[config.mk]
export PLATFORM = sky130hd
export DESIGN_NAME = gatefn_share_sched
export DESIGN_NICKNAME = d
export VERILOG_FILES = /design/src/rtl/gatefn_share_sched_pkg.sv /design/src/rtl/gatefn_share_sched_pergate.sv /design/src/rtl/gatefn_share_sched.sv
export SDC_FILE = /design/constraint.sdc
export NUM_CORES = 1
export LEC_CHECK = 0
export CAP_MARGIN = 10
export CORE_AREA = 2 2 259 261
export CTS_CLUSTER_DIAMETER = 40
export CTS_CLUSTER_SIZE = 8
export DETAILED_ROUTE_END_ITERATION = 10
export DIE_AREA = 0 0 261 263
export PLACE_DENSITY = 0.62
export SLEW_MARGIN = 25
export SYNTH_ARGS = -nofsm -noshare
export SYNTH_HDL_FRONTEND = slang
export SYNTH_HIERARCHICAL = 1
export SYNTH_SLANG_ARGS = --single-unit
[constraint.sdc]
create_clock -name clk -period 10.3 [get_ports clk]
set_input_delay 2.06 -clock clk [delete_from_list [all_inputs] [get_ports clk]]
set_output_delay 2.06 -clock clk [all_outputs]
set_load 0.005 [all_outputs]
[src/rtl/gatefn_share_sched_pkg.sv]
// gatefn_sched_pkg: field constants, FSM states and mod-p helpers for the shared gate-function scheduler.
package gatefn_sched_pkg;
   localparam int F_NBITS = 16;
   localparam int GATEFN_BITS = 1;
   localparam logic [F_NBITS-1:0] F_PRIME = 16'd65521;
   localparam logic [GATEFN_BITS-1:0] GATEFN_ADD = 1'b0;
   localparam logic [GATEFN_BITS-1:0] GATEFN_MUL = 1'b1;
   localparam int NREQ_DEF = 4;
   localparam int IDX_W = $clog2(NREQ_DEF);
   typedef enum logic [1:0] {ST_IDLE, ST_START, ST_WAIT} state_t;
   typedef logic [F_NBITS-1:0] fe_t;
   function automatic fe_t f_add(input fe_t a, input fe_t b);
      logic [F_NBITS:0] s;
      s = {1'b0, a} + {1'b0, b};
      return (s >= {1'b0, F_PRIME}) ? fe_t'(s - {1'b0, F_PRIME}) : fe_t'(s);
   endfunction
   // 2^16 == 15 (mod F_PRIME): fold the high half back in twice, then one conditional subtract
   function automatic fe_t f_mul(input fe_t a, input fe_t b);
      logic [2*F_NBITS-1:0] p;
      logic [20:0] t;
      logic [16:0] u;
      p = {16'd0, a} * {16'd0, b};
      t = 21'(p[31:16]) * 21'd15 + 21'(p[15:0]);
      u = 17'(t[20:16]) * 17'd15 + 17'(t[15:0]);
      return (u >= {1'b0, F_PRIME}) ? fe_t'(u - {1'b0, F_PRIME}) : fe_t'(u);
   endfunction
endpackage

[src/rtl/gatefn_share_sched_pergate.sv]
// pergate_compute_gatefn_seq: three-lane field add/mul unit; results and ready register one cycle after en.
module pergate_compute_gatefn_seq
   import gatefn_sched_pkg::*;
#(
   parameter logic [GATEFN_BITS-1:0] gate_fn = GATEFN_ADD
) (
   input  logic                    clk,
   input  logic                    rstb,
   input  logic                    en,
   input  logic                    mux_sel,
   input  logic [2:0][F_NBITS-1:0] in0,
   input  logic [2:0][F_NBITS-1:0] in1,
   output logic                    ready,
   output logic [2:0][F_NBITS-1:0] gatefn
);
   logic [2:0][F_NBITS-1:0] res_q, res_d;
   logic ready_q, ready_d;
   // mux_sel bypasses the arithmetic and forwards the first operand
   always_comb begin
      ready_d = en;
      res_d = res_q;
      for (int k = 0; k < 3; k++)
         res_d[k] = !en ? res_q[k] :
                    mux_sel ? in0[k] :
                    (gate_fn == GATEFN_MUL) ? f_mul(in0[k], in1[k]) : f_add(in0[k], in1[k]);
   end
   always_ff @(posedge clk or negedge rstb) begin
      if (!rstb) begin
         res_q <= '0;
         ready_q <= 1'b0;
      end else begin
         res_q <= res_d;
         ready_q <= ready_d;
      end
   end
   assign ready = ready_q;
   assign gatefn = res_q;
endmodule

[src/rtl/gatefn_share_sched.sv]
// gatefn_share_sched: round-robin arbiter time-sharing one gate-function unit among NREQ requesters.
module gatefn_share_sched
   import gatefn_sched_pkg::*;
#(
   parameter int NREQ = 4,
   parameter logic [GATEFN_BITS-1:0] gate_fn = GATEFN_ADD
) (
   input  logic                              clk,
   input  logic                              rstb,
   input  logic [NREQ-1:0]                   req,
   input  logic                              mux_sel,
   input  logic [NREQ-1:0][2:0][F_NBITS-1:0] in0,
   input  logic [NREQ-1:0][2:0][F_NBITS-1:0] in1,
   output logic [NREQ-1:0]                   done,
   output logic [NREQ-1:0][2:0][F_NBITS-1:0] gatefn,
   output logic [NREQ-1:0]                   pending,
   output logic                              idle
);
   localparam int IW = $clog2(NREQ);
   localparam logic [IW-1:0] LAST = IW'(NREQ - 1);
   state_t state_q, state_d;
   logic [IW-1:0] grant_q, grant_d, rr_q, rr_d;
   logic [NREQ-1:0] pending_q, pending_d, done_q, done_d, clr;
   logic [NREQ-1:0][2:0][F_NBITS-1:0] gatefn_q, gatefn_d;
   logic unit_en, unit_ready, complete;
   logic [2:0][F_NBITS-1:0] unit_res;
   // descending scan so the smallest cyclic offset from ptr is the last (winning) assignment
   function automatic logic [IW-1:0] rr_pick(input logic [NREQ-1:0] p, input logic [IW-1:0] ptr);
      logic [IW-1:0] g;
      int j;
      g = ptr;
      for (int k = NREQ - 1; k >= 0; k--) begin
         j = (int'(ptr) + k) % NREQ;
         g = p[j] ? IW'(j) : g;
      end
      return g;
   endfunction
   always_ff @(posedge clk or negedge rstb) begin
      if (!rstb) state_q <= ST_IDLE;
      else state_q <= state_d;
   end
   always_comb begin
      state_d = state_q;
      case (state_q)
         ST_IDLE:  state_d = |pending_q ? ST_START : ST_IDLE;
         ST_START: state_d = ST_WAIT;
         ST_WAIT:  state_d = unit_ready ? ST_IDLE : ST_WAIT;
         default:  state_d = ST_IDLE;
      endcase
   end
   always_comb begin
      unit_en = state_q == ST_START;
      complete = (state_q == ST_WAIT) && unit_ready;
   end
   // a req landing on the completing cycle re-arms pending after the clear
   always_comb begin
      grant_d = (state_q == ST_IDLE && |pending_q) ? rr_pick(pending_q, rr_q) : grant_q;
      rr_d = complete ? ((grant_q == LAST) ? '0 : grant_q + 1'b1) : rr_q;
      clr = complete ? (NREQ'(1) << grant_q) : '0;
      done_d = clr;
      pending_d = (pending_q & ~clr) | req;
      gatefn_d = gatefn_q;
      for (int i = 0; i < NREQ; i++)
         gatefn_d[i] = clr[i] ? unit_res : gatefn_q[i];
   end
   always_ff @(posedge clk or negedge rstb) begin
      if (!rstb) begin
         grant_q <= '0;
         rr_q <= '0;
         pending_q <= '0;
         done_q <= '0;
         gatefn_q <= '0;
      end else begin
         grant_q <= grant_d;
         rr_q <= rr_d;
         pending_q <= pending_d;
         done_q <= done_d;
         gatefn_q <= gatefn_d;
      end
   end
   pergate_compute_gatefn_seq #(.gate_fn(gate_fn)) u_unit (
      .clk(clk),
      .rstb(rstb),
      .en(unit_en),
      .mux_sel(mux_sel),
      .in0(in0[grant_q]),
      .in1(in1[grant_q]),
      .ready(unit_ready),
      .gatefn(unit_res)
   );
   assign done = done_q;
   assign gatefn = gatefn_q;
   assign pending = pending_q;
   assign idle = (state_q == ST_IDLE) && !(|pending_q);
endmodule

==> summary.md <==
| Metric | Value |
|---|---|
| Status | `completed` |
| Mapped Cells | `roughly 1400` |
| Static leakage | `10.90 nW` |
| Min-Delay Path Class | `reg2reg` |
| Slowest stage delay, CP | `630 ps` |
| Global-route wire length before repair | `roughly 94 mm` |
| Port buffer count | `just under 600` |
| Critical path's top delay family | `simple AND/OR/NAND/NOR gates` |
| Final Slew Violations | `0` |
| Worst ir drop on vdd | `0.0001581 V` |
| Net Count, Synth | `1817` |
| Grt total ovfl | `0` |
| Setup TNS | `0 ps` |
| Fin crit period | `6532 ps` |
| CTS tree | `built` |
| Seq cells post-synth | `255` |
| Design area | `about 25000 um^2` |
| Maximum buffer depth of the clock tree | `3` |
| Crit end category | `flip-flop` |
| Starting DRT DRC Count | `964` |
| Pin count of the biggest net entering global routing | `154` |
| Io pins | `592` |
| Reg-to-reg critical path startpoint | `grant_q[1]` |
| TritonCTS buffer count | `43` |
| Core ar. | `65630 um^2` |
| Worst-skew pair later-pin latency | `560 ps` |
| Layer with the highest usage | `met2` |
| Initial antenna violation count | `6` |
| Final setup viols | `0` |
| TritonCTS Sinks | `255` |
| Final period util | `63.42%` |
| RSZ-0062 raised after global routing | `false` |
| Slew @ Worst Pin | `1049 ps` |
| Placed inst area | `23620 um^2` |
| Vias in the first global route | `14590` |
| Initial core utilization | `25.84%` |
| Seq/Total Area, Yosys | `37.64%` |
| Die ar. | `68640 um^2` |
| P per Cell Area | `356.1 nW/um^2` |
| EDFF count, synth | `0` |
| Met1 usage | `24.06%` |
| Final Wtd Congestion | `0.8994` |
| CTS Hold Buffers Added | `0` |
| Post-cts gate resize count | `0` |
| Via density | `4.984` |
| Most frequent cells in the layout | `589 x clkdlybuf4s50_1, 253 x dfrtp_1, 192 x mux2_4` |
| CP Launch Type | `primary input` |
| Cells along the critical path | `clkdlybuf4s50_1, mux4_2, ha_1, fa_1, a21o_1, a221oi_1, xnor2_1, nand4_1, or4b_4, nor4_4, a31o_1, nand2_4, or4_1, nand3_1` |
| Most used DFF post-synth | `dfrtp_1` |
| F_max | `about 150 MHz` |
| Most common cell after layout, fill and taps aside | `clkdlybuf4s50_1` |
| Post-CTS setup buffers | `0` |
| Final-layout fill cell count | `6307` |
| Vias | `14080` |
| Buffers & Inverters on Critical Path | `1` |
| Die height | `263 um` |
| Pre-antenna DRT Iters | `7` |
| Worst-path fanout max | `17` |
| Post-synth ARST share | `between 90% and 100%` |
| Yosys cell types | `78` |
| Min-delay src | `gatefn[44]` |
| Met3 Usage GRT | `2.937%` |
| Multi-input gate area | `9973 um^2` |
| Critical-path top delay cell | `or4b_4` |
| Layout cell share with drive strength beyond 1 | `19.85%` |
| Rows | `94` |
| Die Wd | `261 um` |
| CTS clock-pin slew for the worst setup and hold paths | `50 ps` |
| Final ANT Viol Nets | `0` |
| Clock Skew | `22.65 ps` |
| Yosys warnings | `6` |
| Critical Path RT | `~11000 ps` |
| Avg WL per Cell | `between 20 and 25 um` |
| Average cell area after synthesis | `~12 um^2` |
| Critical Path Source | `in0[128]` |
| Total area of sequential cells | `6389 um^2` |
| Synthesized area | `16960 um^2` |
| Clock root cell | `clkbuf_16` |
| Detailed placement HPWL | `51.05 mm` |
| Global-route usage over all layers | `18.14%` |
| Grt met2 use | `29.38%` |
| H-Tree Depth | `2` |
| CP Data Arrival Time | `7020 ps` |
| Max_cap viols | `0` |
| Layout area overhead | `47.15%` |
| Final Hold Fails | `0` |
| # nets final | `2391` |
| WL final | `between 60 and 70 mm` |
| DRC | `0` |
| Setup CP Type | `in2reg` |
| Relative slew slack | `30.04%` |
## power breakdown
| part | internal [mW] | switching (mW) |
|---|---|---|
| combinational | 2.77 | 2.82 |
| sequential | 1.43 | 0.532 |
| clock | 0.842 | 0.481 |
| total | 5.05 | 3.84 |
## worst reg2reg max path, stage by stage, from the launching register on
cell and delay, ps:
dfrtp_4 820, buf_4 730, mux4_2 500, ha_1 250, fa_1 400, a21o_1 210
a221oi_1 430, xnor2_1 250, nand4_1 190, or4b_4 630, nor4_4 400, a31o_1 610
nand2_4 120, or4_1 430, nand3_1 100
## Yosys cell counts, types with 9 or more instances
library cell / count / area, um^2
nand3_1: 40 / 200.2
ha_1: 58 / 725.7
nand4_1: 15 / 93.84
dfrtp_1: 255 / 6381
mux4_2: 96 / 2162
buf_6: 21 / 236.5
nand2b_1: 11 / 68.82
buf_2: 14 / 70.07
a21o_1: 25 / 187.7
nand2_1: 60 / 225.2
nor2_1: 52 / 195.2
inv_1: 35 / 131.4
mux2_4: 192 / 2883
a21oi_1: 71 / 355.3
nor3_1: 15 / 75.07
xnor2_1: 31 / 271.5
and3_1: 39 / 244.0
a221o_1: 10 / 100.1
a211oi_1: 17 / 127.6
o211ai_1: 9 / 67.56
or3_1: 15 / 93.84
clkbuf_1: 37 / 138.9
o21ai_0: 67 / 335.3
xor2_1: 21 / 183.9
## area by class of cell
type | instances | share of cell area [%]
Multi-Input combinational cell | 998 | 39.97
Sequential cell | 255 | 25.61
Timing Repair Buffer | 605 | 24.31
Clock buffer | 50 | 4.499
Tap cell | 864 | 4.333
Clock inverter | 11 | 0.6820
Inverter | 36 | 0.5416
Antenna cell | 5 | 0.05015
## sequential cells by signal, summed over array words and instances, names as in the netlist
register and flops:
done 4, pending 4, grant_q 2, state_q 2, gatefn 192, rr_q 2, u_unit/gatefn 48, u_unit/ready 1
## metal layers
metal / vias to the layer above / part of all wire (%)
met4: 0 / 3.6
met3: 97 / 5.9
met1: 7022 / 44
met5: - / 0
met2: 578 / 47
li1: 6379 / -
## logic make-up (layout without fill, tap and decap cells)
| family | Yosys count | after routing | synth area share [%] |
|---|---|---|---|
| muxes | 300 | 300 | 30.50 |
| and+or+nand+nor | 299 | 299 | 9.564 |
| AOI/OAI and AO/OA | 286 | 286 | 11.38 |
| DFF | 255 | 255 | 37.64 |
| buffers and inverters | 112 | 702 | 3.601 |
| adders and majority gates | 61 | 61 | 4.634 |
| xor gates and xnor gates | 52 | 52 | 2.686 |
| other | 0 | 5 | 0 |
## worst paths after layout
kind	end	slack, ps	depth (start not counted)
min	gatefn[44]	500	1
min reg2reg	gatefn[44]	500	1
max	u_unit/gatefn[38]	3770	14
max reg2reg	u_unit/gatefn[38]	4140	14
min in group asynchronous	gatefn[181]	1550	1
max in group asynchronous	grant_q[1]	7250	2
## metrics by stage
step	utilization, %	total power, mW	hold WS, ps	setup slack, ps	instances
floorplan	-	5.492	506.1	4392	1365
global placement	35.99	7.410	493.8	3387	2757
detailed placement	35.99	7.518	493.9	3266	2757
CTS	37.95	8.900	507.3	3876	2818
global route	38.01	9.501	518.6	3538	2823
finish	38.02	8.884	504.7	3768	2824
Note: power is estimated with default switching activity, not from simulation.
